==> src/rtl/topn_batch_ctrl.sv <==
// Batch sequencer for the systolic top-N sorter: clear, load (descending), flush/drain framed burst.
// Optional TOPN_BATCH_STATS_EN adds stat_len/stat_drain outputs updated on each done pulse.
module topn_batch_ctrl #(
    parameter int N         = 22,
    parameter int WIDTH     = 8,
    parameter int DRAIN_MAX = 2*N+4,
    parameter int CNT_W     = 16
) (
    input  logic             clk,
    input  logic             rst,
    input  logic [WIDTH-1:0] in_data,
    input  logic             in_valid,
    input  logic             in_last,
    output logic             in_ready,
    output logic             srt_rst,
    output logic             srt_flush,
    output logic [WIDTH-1:0] srt_data_i,
    output logic             srt_data_i_v,
    input  logic [WIDTH-1:0] srt_data_o,
    input  logic             srt_data_o_v,
    output logic [WIDTH-1:0] out_data,
    output logic             out_valid,
    output logic             out_last,
    output logic             done,
    output logic             done_err,
    output logic [1:0]       dbg_state
`ifdef TOPN_BATCH_STATS_EN
    ,
    output logic [CNT_W-1:0] stat_len,
    output logic [CNT_W-1:0] stat_drain
`endif
);

    localparam logic [1:0] S_IDLE  = 2'd0;
    localparam logic [1:0] S_CLEAR = 2'd1;
    localparam logic [1:0] S_LOAD  = 2'd2;
    localparam logic [1:0] S_DRAIN = 2'd3;

    localparam logic [CNT_W-1:0] N_C       = CNT_W'(N);
    localparam logic [CNT_W-1:0] DRAIN_END = CNT_W'(DRAIN_MAX - 1);

    logic [1:0]       state, state_nxt;
    logic [CNT_W-1:0] len, len_inc, emit, expected, drain_cnt;
    logic             accept, final_beat, timeout;

    // Handshake: a record transfers on a cycle where in_valid & in_ready are both high;
    // in_ready is only offered in LOAD, and the source must hold the record until then.
    assign in_ready = (state == S_LOAD);
    assign accept   = in_valid & in_ready;
    assign len_inc  = (len == {CNT_W{1'b1}}) ? len : len + CNT_W'(1);

    assign final_beat = (state == S_DRAIN) & srt_data_o_v & ((emit + CNT_W'(1)) == expected);
    assign timeout    = (state == S_DRAIN) & ~final_beat & (drain_cnt == DRAIN_END);

    assign srt_rst      = rst | (state == S_CLEAR);
    assign srt_flush    = (state == S_DRAIN);
    assign srt_data_i_v = accept;
    assign srt_data_i   = accept ? in_data : '0;

    // Drain exits the cycle after the final beat, so late sorter beats land in IDLE and are masked.
    assign out_valid = (state == S_DRAIN) & srt_data_o_v;
    assign out_data  = out_valid ? srt_data_o : '0;
    assign out_last  = final_beat;
    assign dbg_state = state;

    always_comb begin
        state_nxt = state;
        case (state)
            S_IDLE:  if (in_valid) state_nxt = S_CLEAR;
            S_CLEAR: state_nxt = S_LOAD;
            S_LOAD:  if (accept && in_last) state_nxt = S_DRAIN;
            S_DRAIN: if (final_beat || timeout) state_nxt = S_IDLE;
            default: state_nxt = S_IDLE;
        endcase
    end

    always_ff @(posedge clk) begin
        if (rst) begin
            state     <= S_IDLE;
            len       <= '0;
            emit      <= '0;
            expected  <= '0;
            drain_cnt <= '0;
            done      <= 1'b0;
            done_err  <= 1'b0;
        end else begin
            state    <= state_nxt;
            done     <= 1'b0;
            done_err <= 1'b0;
            case (state)
                S_CLEAR: begin
                    len       <= '0;
                    emit      <= '0;
                    drain_cnt <= '0;
                end
                S_LOAD: begin
                    if (accept) begin
                        len <= len_inc;
                        if (in_last) expected <= (len_inc < N_C) ? len_inc : N_C;
                    end
                end
                S_DRAIN: begin
                    drain_cnt <= drain_cnt + CNT_W'(1);
                    if (out_valid) emit <= emit + CNT_W'(1);
                    if (final_beat || timeout) begin
                        done     <= 1'b1;
                        done_err <= timeout;
                    end
                end
                default: ;
            endcase
        end
    end

`ifdef TOPN_BATCH_STATS_EN
    always_ff @(posedge clk) begin
        if (rst) begin
            stat_len   <= '0;
            stat_drain <= '0;
        end else if (final_beat || timeout) begin
            stat_len   <= len;
            stat_drain <= drain_cnt + CNT_W'(1);
        end
    end
`endif

endmodule

==> config.mk <==
export PLATFORM = sky130hd
export DESIGN_NAME = topn_batch_ctrl
export DESIGN_NICKNAME = d
export VERILOG_FILES = /design/src/rtl/topn_batch_ctrl.sv
export SDC_FILE = /design/constraint.sdc
export NUM_CORES = 1
export LEC_CHECK = 0
export CORE_MARGIN = 5
export CORE_UTILIZATION = 61
export DETAILED_ROUTE_END_ITERATION = 6
export GPL_TIMING_DRIVEN = 0
export PLACE_DENSITY_LB_ADDON = 0.05
export SYNTH_ARGS = -nofsm -noshare
export SYNTH_HDL_FRONTEND = slang
export SYNTH_SLANG_ARGS = --single-unit
==> constraint.sdc <==
create_clock -name clk -period 4.88 [get_ports clk]
set_input_delay 0.976 -clock clk [delete_from_list [all_inputs] [get_ports clk]]
set_output_delay 0.976 -clock clk [all_outputs]
set_load 0.01 [all_outputs]
After elaboration in Yosys (flattened, before gate mapping) --
Cells that the tools add are included.
Storage, ports and cells: register bits after elaboration 68, bits of input ports 21, output and inout port bits 26, logic and storage cells 56
Cells by class: add/sub/neg operators 3, magnitude comparators 1, equal/unequal tests 11, multiplexer cells 14, bitwise operators 9, reductions and logical operators 11
Operators by type and width (count):
- case mux 16 bit (2 select lines) | 3
- two-way mux 16 bit | 4
- adder 16 x 1 -> 16 bit (second input constant) | 3
- == test 16 bit | 1
- == test 16 bit (second input constant) | 1
- == test 16 x 6 -> 1 bit (second input constant) | 1
- less-than comparator 16 x 5 -> 1 bit (second input constant) | 1
- two-way mux 8 bit | 2
- != test 2 x 1 -> 1 bit (second input constant) | 4
- case mux 2 bit (4 select lines) | 1
- two-way mux 2 bit | 3
- AND reduction 3 bit | 2
- AND 1 bit | 5
- == test 2 bit (second input constant) | 2
- AND reduction 2 bit | 2
- nonzero test 2 bit | 2
- NOT 1 bit | 3
- OR reduction 3 bit | 1
- == test 2 x 1 -> 1 bit (second input constant) | 1
- logical NOT 2 bit | 1
- != test 2 bit (second input constant) | 1
- OR reduction 2 bit | 1
- logical AND 1 bit | 1
- logical OR 1 bit | 1
- 2 further kinds | 2

Longest topological paths before layout --
word-level depth 9, gate-level depth with buffers 10, depth with buffers taken out 8

Least setup slack after synthesis --
OpenSTA, ideal clock, no wires.
kind reg-to-output, from register emit[0], to output port out_last, arrival 2.213 ns, required time 3.904 ns, slack 1.691 ns, stages on the path, launching flop included 8, buffers on the path 1, cells stage by stage dfxtp_1 -> ha_1 -> buf_2 -> nand3_2 -> or4_4 -> xnor2_1 -> nand2_1 -> nor4_1
On the way: word-level cells in the longest chain between the ends 3
RTL lines:
- start, declared | RTL line 43 | logic [CNT_W-1:0] len, len_inc, emit, expected, drain_cnt;
- start signal, assigned | RTL line 104 | if (out_valid) emit <= emit + CNT_W'(1);
- adder 16 x 1 -> 16 bit | RTL line 52 | assign final_beat = (state == S_DRAIN) & srt_data_o_v & ((emit + CNT_W'(1)) == expected);
- == test 16 bit | RTL line 52
- AND 1 bit | RTL line 52
- end, declared | RTL line 23 | output logic out_last,
Every way passes these cells.

Worst setup path in the final report --
from input port srt_data_o_v, to output port out_last
On the way: word-level cells in the longest chain between the ends 2
RTL lines:
- start, declared | RTL line 20 | input logic srt_data_o_v,
- AND 1 bit (2 in a row) | RTL line 52
Every way passes these cells.

==> qor.yml <==
holdBufCountCts: 0
max_freq_ghz: 0.222
postCtsSetupRepairBufs: 0
fin_nets: 612
worst_pin_slew_ps: 748
overflow: 0
rsz0062_at_grt: "no"
grt_use_total_pct: 25.5
clk_pin_slew_ps: 80
cp-start-kind: "input port"
setup_viol: 0
core_um2: 6680
ys_types: 66
timing.hold.ws_ps: 471
cp_max_fo: 9
worstPathRequired_ps: 3900
layout_common_cells: "dfxtp_1 (68), nor2_1 (47), a21oi_1 (46), clkdlybuf4s50_1 (46), nand2_1 (44)"
dp_hpwl_mm: 7.86
cts_buffers: 9
yosys.area_share.simple_pct: 32.9
synth_fp_nets: 555
finalCritPeriodShare_pct: 92.4
synth_top_family_by_area: "simple AND/OR/NAND/NOR gates"
status: "finished clean"
synth_edf_count: 0
vias_per_cell: 6.30
ys_ff_latch: 68
grt.busiest_layer: "met2"
yosys.area_share.xor_xnor_pct: 5.53
layout_commonest_cell: "dfxtp_1"
avgSynthCellArea_um2: 7.83
root_buffer: "clkbuf_8"
dieArea_um2: 8500
crit_cells: 7
tns_ps: 0
place_congestion: 0.896
rows: 30
grt_first_pass_wirelength_mm: 17.7
synthArstFlopShare_pct: 0
portBuffers: 46
synth_cells: 526
crit_type: "in -> out"
use_met1_pct: 34.0
grt_use_met3_pct: 5.41
maxCapViolCount: 0
insertedDiodeCount: 0
timing.slew.headroom_pct: 49.8
synthMuxAreaShare_pct: 1.03
drive_gt1_share_pct: 8.84
min_period_ps: 4510
ys.warnings.count: 0
cpMostUsedCell: "clkdlybuf4s50_1"
worst_path_dominant_cell_family: "simple AND/OR/NAND/NOR gates"
die_y_um: 92.2
reg2reg_depth: 10
cts_num_sinks: 68
cts_max_level: 3
path_cells: "clkdlybuf4s50_1 > nand2_1 > nor3_1 > nand3_1 > or3b_1 > nor4_1 > clkdlybuf4s50_1"
vdd_drop_max_v: 0.000235
slew_violations: 0
synth_compound_area_share_pct: 19.8
route.detailed.drc: 0
synth_fa_ha_area_share_pct: 2.43
grt_max_degree: 14
max-clock-path-buffers: 2
first_global_vias: 3753
yosysSeqAreaShare_pct: 33.0
path_buf_inv: 2
synth_ff_type: "dfxtp_1"
initial_core_util_pct: 61.6
synth_area_um2: 4120
hold_class: "reg -> reg"
wirelength_mm: 10.8
hold_viol_final: 0
worst_skew_pair.late_latency_ps: 350
antenna_left: 0
num_io_pins: 47
cts_tree: "built"
p_per_area_nw_per_um2: 310
vias: 4207
cts_resized: 0
cpMaxStageDelayCell: "clkdlybuf4s50_1"
fin_skew_ps: 14.0
use_met2_pct: 40.9
cp.arrival_ps: 3530
die_x_um: 92.2
syn2layout_area_growth_pct: 18.4
end_kind: "output pin"
hold_depth: 2
cp_slowest_stage_delay_ps: 630
routedWlPerCell_um: 16.2
p_leak_uw: 0.00179
antenna_found_initial: 0
drt_iter0_drc: 273
firstDrtPassIters: 5
kinds of logic after synthesis:
| logic type | after synthesis |
|---|---|
| buf+inv | 46 |
| mux | 4 |
| fa+ha+maj | 8 |
| flops | 68 |
| compound gates | 130 |
| xor+xnor | 26 |
| simple gates | 244 |
per-stage QoR:
stage	total power (uW)	instances	utilization (%)	cell area [um^2]	setup WS [ps]
3_5_place_dp	1030	652	70.0	4680	391
6_report	1510	668	73.0	4880	371
2_1_floorplan	869	526	-	4120	1690
5_1_grt	1580	668	73.0	4880	93.1
4_1_cts	1510	668	73.0	4880	381
3_3_place_gp	1020	652	70.0	4680	443
sequential cells by signal, summed over array words and instances (netlist names):
signal	cells
dbg_state	2
done_err	1
expected	16
drain_cnt	16
emit	16
done	1
len	16
per-layer routing:
metal / vias up / wire length [um]
li1: 2033 / -
met1: 1976 / 4850
met2: 177 / 5000
met3: 21 / 791
met4: 0 / 197
met5: - / 0
layout make-up:
class,instances,area [um^2]
timing repair buffer,46,460
tap,80,100
buffer,32,163
sequential,68,1360
multi-input combinational,412,2540
fill,505,1800
clock inverter,7,75.1
clock buffer,9,124
inverter,14,52.6
synthesized netlist by cell type (7+ instances only):
| master | n | share of area, % |
|---|---|---|
| dfxtp_1 | 68 | 33 |
| nor2_1 | 47 | 4.3 |
| a21oi_1 | 46 | 5.6 |
| nand2_1 | 44 | 4.0 |
| nand3_1 | 29 | 3.5 |
| o21ai_0 | 27 | 3.3 |
| and3_1 | 24 | 3.6 |
| xnor2_1 | 19 | 4.0 |
| clkbuf_1 | 17 | 1.5 |
| and2_1 | 15 | 2.3 |
| inv_1 | 13 | 1.2 |
| nor3_1 | 13 | 1.6 |
| nand4_1 | 12 | 1.8 |
| nor4_1 | 9 | 1.4 |
| or3_1 | 9 | 1.4 |
| a22oi_1 | 8 | 1.5 |
| a311oi_1 | 8 | 1.7 |
| a31oi_1 | 8 | 1.2 |
| buf_2 | 8 | 0.97 |
| ha_1 | 8 | 2.4 |
| xor2_1 | 7 | 1.5 |
path summary, 6_finish.rpt:
kind,from,endpoint,slack [ps]
hold / removal,expected[3],expected[3],470
setup reg to reg,len[0],expected[1],1990
setup / recovery,srt_data_o_v,out_last,370
hold reg to reg,expected[3],expected[3],470
power breakdown:
| part | leakage [uW] | switching [uW] | internal [uW] |
|---|---|---|---|
| sequential | 0.000548 | 19.5 | 569 |
| clock | 0.0000923 | 243 | 239 |
| combinational | 0.00115 | 268 | 173 |
tightest hold or removal path: stages, from the launching register on:
cell and delay (ps):
dfxtp_1 320, nand2_1 60, o21ai_1 50
No activity file was read; power rests on OpenSTA's default activity.
